File: config.mk
export PLATFORM = sky130hd
export DESIGN_NAME = seq_shifter8
export DESIGN_NICKNAME = d
export VERILOG_FILES = /design/src/rtl/seq_shifter8.sv
export SDC_FILE = /design/constraint.sdc
export NUM_CORES = 1
export LEC_CHECK = 0
export ABC_AREA = 1
export CAP_MARGIN = 20
export CORE_MARGIN = 1.5
export CORE_UTILIZATION = 50
export CTS_BUF_LIST = sky130_fd_sc_hd__clkbuf_4
export DETAILED_ROUTE_END_ITERATION = 8
export GPL_ROUTABILITY_DRIVEN = 0
export GPL_TIMING_DRIVEN = 0
export PLACE_DENSITY = 0.84
export SYNTH_ARGS = -nofsm -noshare
export SYNTH_HDL_FRONTEND = slang
export SYNTH_SLANG_ARGS = --single-unit
File: constraint.sdc
create_clock -name clk -period 1.8 [get_ports clk]
set_clock_uncertainty 0.05 [all_clocks]
set_input_delay 0.45 -clock clk [delete_from_list [all_inputs] [get_ports clk]]
set_output_delay 0.45 -clock clk [all_outputs]
set_load 0.02 [all_outputs]
File: src/rtl/seq_shifter8.sv
// rtl/seq_shifter8.sv - iterative one-bit-per-clock shift/rotate unit with start/busy/done handshake
// Supports LSL, LSR, ASR, ROR and ROL; the last bit moved out is reported as carry.
module seq_shifter8 #(
  parameter int WIDTH = 8,
  parameter int AMT_W = 3
) (
  input  logic             clk,
  input  logic             reset,
  input  logic             start,
  input  logic [2:0]       op,
  input  logic [WIDTH-1:0] a,
  input  logic [AMT_W-1:0] amt,
  output logic             busy,
  output logic             done,
  output logic [WIDTH-1:0] y,
  output logic             carry
);

  typedef enum logic [1:0] {
    S_IDLE,
    S_SHIFT,
    S_DONE
  } state_t;

  localparam logic [2:0] OP_LSL = 3'b000;
  localparam logic [2:0] OP_LSR = 3'b001;
  localparam logic [2:0] OP_ASR = 3'b010;
  localparam logic [2:0] OP_ROR = 3'b011;
  localparam logic [2:0] OP_ROL = 3'b100;

  state_t           r_state;
  logic [AMT_W-1:0] r_cnt;
  logic [2:0]       r_op;
  logic [WIDTH-1:0] r_work;
  logic             r_carry;
  logic             r_busy;
  logic             r_done;

  logic             w_accept;
  logic             w_legal;
  logic [WIDTH-1:0] w_next;
  logic             w_out;

  assign w_accept = start && !r_busy;
  assign w_legal  = (op <= OP_ROL);

  // One-position step of the latched operation and the bit it pushes out.
  always_comb begin
    w_next = r_work;
    w_out  = 1'b0;
    case (r_op)
      OP_LSL: begin
        w_out  = r_work[WIDTH-1];
        w_next = {r_work[WIDTH-2:0], 1'b0};
      end
      OP_LSR: begin
        w_out  = r_work[0];
        w_next = {1'b0, r_work[WIDTH-1:1]};
      end
      OP_ASR: begin
        w_out  = r_work[0];
        w_next = {r_work[WIDTH-1], r_work[WIDTH-1:1]};
      end
      OP_ROR: begin
        w_out  = r_work[0];
        w_next = {r_work[0], r_work[WIDTH-1:1]};
      end
      OP_ROL: begin
        w_out  = r_work[WIDTH-1];
        w_next = {r_work[WIDTH-2:0], r_work[WIDTH-1]};
      end
      default: begin
        w_out  = 1'b0;
        w_next = r_work;
      end
    endcase
  end

  // A reserved op loads a zero count so it drains through SHIFT as a pass-through.
  always_ff @(posedge clk or posedge reset) begin
    if (reset) begin
      r_state <= S_IDLE;
      r_cnt   <= '0;
      r_op    <= '0;
      r_work  <= '0;
      r_carry <= 1'b0;
      r_busy  <= 1'b0;
      r_done  <= 1'b0;
    end else begin
      r_done <= 1'b0;
      case (r_state)
        S_IDLE, S_DONE: begin
          if (w_accept) begin
            r_state <= S_SHIFT;
            r_busy  <= 1'b1;
            r_work  <= a;
            r_op    <= op;
            r_cnt   <= w_legal ? amt : '0;
            r_carry <= 1'b0;
          end else begin
            r_state <= S_IDLE;
            r_busy  <= 1'b0;
          end
        end
        S_SHIFT: begin
          if (r_cnt == '0) begin
            r_state <= S_DONE;
            r_busy  <= 1'b0;
            r_done  <= 1'b1;
          end else begin
            r_work  <= w_next;
            r_carry <= w_out;
            r_cnt   <= r_cnt - 1'b1;
          end
        end
        default: begin
          r_state <= S_IDLE;
          r_busy  <= 1'b0;
        end
      endcase
    end
  end

  assign busy  = r_busy;
  assign done  = r_done;
  assign y     = r_work;
  assign carry = r_carry;

endmodule

==> impl_results.md <==
* I/O Buffers at 27
* Worst hold start: r_cnt[2]
* Post CTS Setup Buffer Count at 0
* GR Overflow Total at 0
* Final layout net count at 207
* Gr usage total at 0.229
* Antenna violations before repair at 0
* Finished Layout Cells at 214
* RSZ-0062 raised after global routing: false
* Syn_area_per_cell at 7.22 sq um
* Hold WC Path Type: flop to flop
* Vias in the first global route at 975
* Net Sw Power at 1.40 mW
* Share of cells above drive strength 1 at 0.107
* Final WL at 2520 um
* Core area at 0.00204 sq mm
* Register share of total power at 0.287
* ANT cells at 0
* Slew Limit Fails at 0
* Worst-margin pin slew at 0.703 ns
* Required time of the worst setup path at 1.30 ns
* Gate power share at 0.634
* Post-synthesis net count at 175
* Max-Cap Viols at 0
* Final Instance Area at 0.00145 sq mm
* Final setup margin at 0.0691 ns
* Worst R2R Start: r_cnt[0]
* WP data arrival at 1.23 ns
* Synth cell types at 20
* Synthesis-to-finish area growth at 29.0%
* Dpl hpwl at 1870 um
* FMAX at 578 MHz
* Worst IR Drop VDD at 1.18 mV
* Initial Util at 0.551
* Slowest cell delay on critical path at 0.59 ns
* First-pass GRT wire length at 4390 um
* PD cells at 1940 mW/mm^2
* Critical path's top delay family: buffers and inverters
* Synth top area share at 0.422
* Vias/cell at 5.02
* Number of hold violations in the final report at 0
* Lkg Pwr at 0.757 nW
* Die width at 50.5 um
* DR iter-0 viols at 20
* CP bufs+invs at 1
* CP max stage cell: clkdlybuf4s50_1
* Internal power at 1.42 mW
* Detailed-route via count at 1074
* Seq cells post-synth at 19
* CP Class: flop to output pin
* Worst-skew pair later-pin latency at 0.31 ns
* Clock sink count at 19
* Mapped cell area at 0.00113 sq mm
* CTS H-tree lvls at 1
* DRT Pass-1 Iters at 4
* Crit path max fanout at 1
* Element type at the critical path end: output pin
* DR WL/cell at 11.8 um
* Die Y at 50.5 um
* Placed cell areas at 0.00143 sq mm
* Max_slew headroom at 0.531
* Drt drc at 0
* YS warnings at 0
* Synth top area cells: dfrtp_1, nor2_1, nand2_1
* Largest net degree at the start of global routing at 20
* Max Buffers Root-to-Sink at 2
* Critical Path Source Type: flop
* Cell Chain, Critical Path: clkdlybuf4s50_1
* I/O pins at 28
* CTS buffer count at 3
* Sw Ratio at 0.497
* Die footprint at 0.00255 sq mm
* Leading area contributor after synthesis: dfrtp_1
* Clock share of power at 0.080
* Critical Path Start: done
* Final period util at 0.962
* Row count at 16
* Post-synthesis sequential area ratio at 0.422
* # setup viols final at 0
* # hold bufs at CTS at 0
* Post-synthesis instance total at 156
* CTS tree: done
* Routed Antenna Nets at 0
* Clock transition at the registers of the reported paths at 0.11 ns
* Root Driver: clkbuf_4
* Tmin final at 1.73 ns
* Dpl ws at -0.0191 ns
* Placed Cells at 210
* Status: completed
## tightest hold or removal path, stage by stage (launching register included)
cell,delay [ns]
dfrtp_1,0.37
nand2_1,0.05
nand2_1,0.05
## final cells by class
cell class,count,area [sq um]
Buffer,4,45.0
Clock buffer,3,22.5
Clock inverter,1,5.00
Fill cell,183,589
Inverter,18,67.6
Multi-Input combinational cell,115,538
Sequential cell,19,475
Tap cell,27,33.8
Timing Repair Buffer,27,265
## cell usage in the layout, fill, tap and decap left out, types with 2 or more instances in the layout
cell and n:
nor2_1 41, nand2_1 32, nand3_1 20, dfrtp_1 19, clkdlybuf4s50_1 17, inv_1 14, dlygate4sd2_1 8, inv_2 4
buf_6 4, o21ai_0 4, a21oi_1 4, clkbuf_4 3, nand2_2 2, a31oi_1 2, ha_1 2, dlymetal6s2s_1 2
## final timing paths
check,to,slack (ns),cells past startpoint
worst max register to register,y[7],0.27,9
worst min-delay path,r_cnt[2],0.44,2
worst min register to register,r_cnt[2],0.44,2
max in group asynchronous,y[3],0.74,2
min in group asynchronous,r_state[1],0.52,2
worst max-delay path,done,0.07,1
## cells in the mapped netlist
master	instances
nor2_1	41
nand2_4	1
nor2_4	1
nor2_2	1
or2_2	1
a21oi_1	4
nand3_1	20
o22ai_1	1
nand3_4	1
nand2_1	32
ha_1	2
a31oi_1	2
buf_6	4
nand2_2	2
o21ai_0	4
inv_1	14
nand3_2	1
dfrtp_1	19
o21ai_1	1
inv_2	4
## per-stage QoR
step,hold WS [ns],power [mW],utilization,setup TNS (ns)
2_1_floorplan,0.351,2.12,-,0
3_3_place_gp,0.404,2.60,0.700,0
4_1_cts,0.445,2.83,0.709,0
3_5_place_dp,0.417,2.66,0.700,-0.0191
5_1_grt,0.472,3.10,0.711,0
6_report,0.443,2.81,0.711,0
## sequential cells by signal, summed over array words and instances (netlist names)
name,flops
r_state,2
done,1
busy,1
carry,1
r_op,3
r_cnt,3
y,8
## what timing repair did
action | 4_1_cts | 5_1_grt
endpoints found under the setup margin | 8 | 2
pin swaps | 0 | 0
gates resized for setup | 8 | 2
## kinds of logic (layout without fill, tap and decap cells)
group / Yosys count / in the layout / synth area share
AO/OA/AOI/OAI: 12 / 12 / 0.0567
buffers and inverters: 22 / 53 / 0.100
flip-flops: 19 / 19 / 0.422
adder cells (fa/ha/maj): 2 / 2 / 0.0222
AND/OR/NAND/NOR: 101 / 101 / 0.399
## metal layers
layer | up-vias | share of wire | track usage
met5 | - | 0 | 0
met4 | 0 | 0.012 | 0.0676
met3 | 5 | 0.043 | 0.0387
met2 | 26 | 0.48 | 0.375
met1 | 492 | 0.47 | 0.313
li1 | 551 | - | -
## power groups by stage
| stage | clock network [mW] | registers, mW | logic [mW] |
|---|---|---|---|
| 3_3_place_gp | 0 | 0.805 | 1.79 |
| 3_5_place_dp | 0 | 0.817 | 1.85 |
| 2_1_floorplan | 0 | 0.932 | 1.19 |
| 5_1_grt | 0.244 | 0.833 | 2.03 |
| 4_1_cts | 0.227 | 0.804 | 1.80 |
| 6_report | 0.224 | 0.806 | 1.78 |
Note: power is estimated with default switching activity, not from simulation.
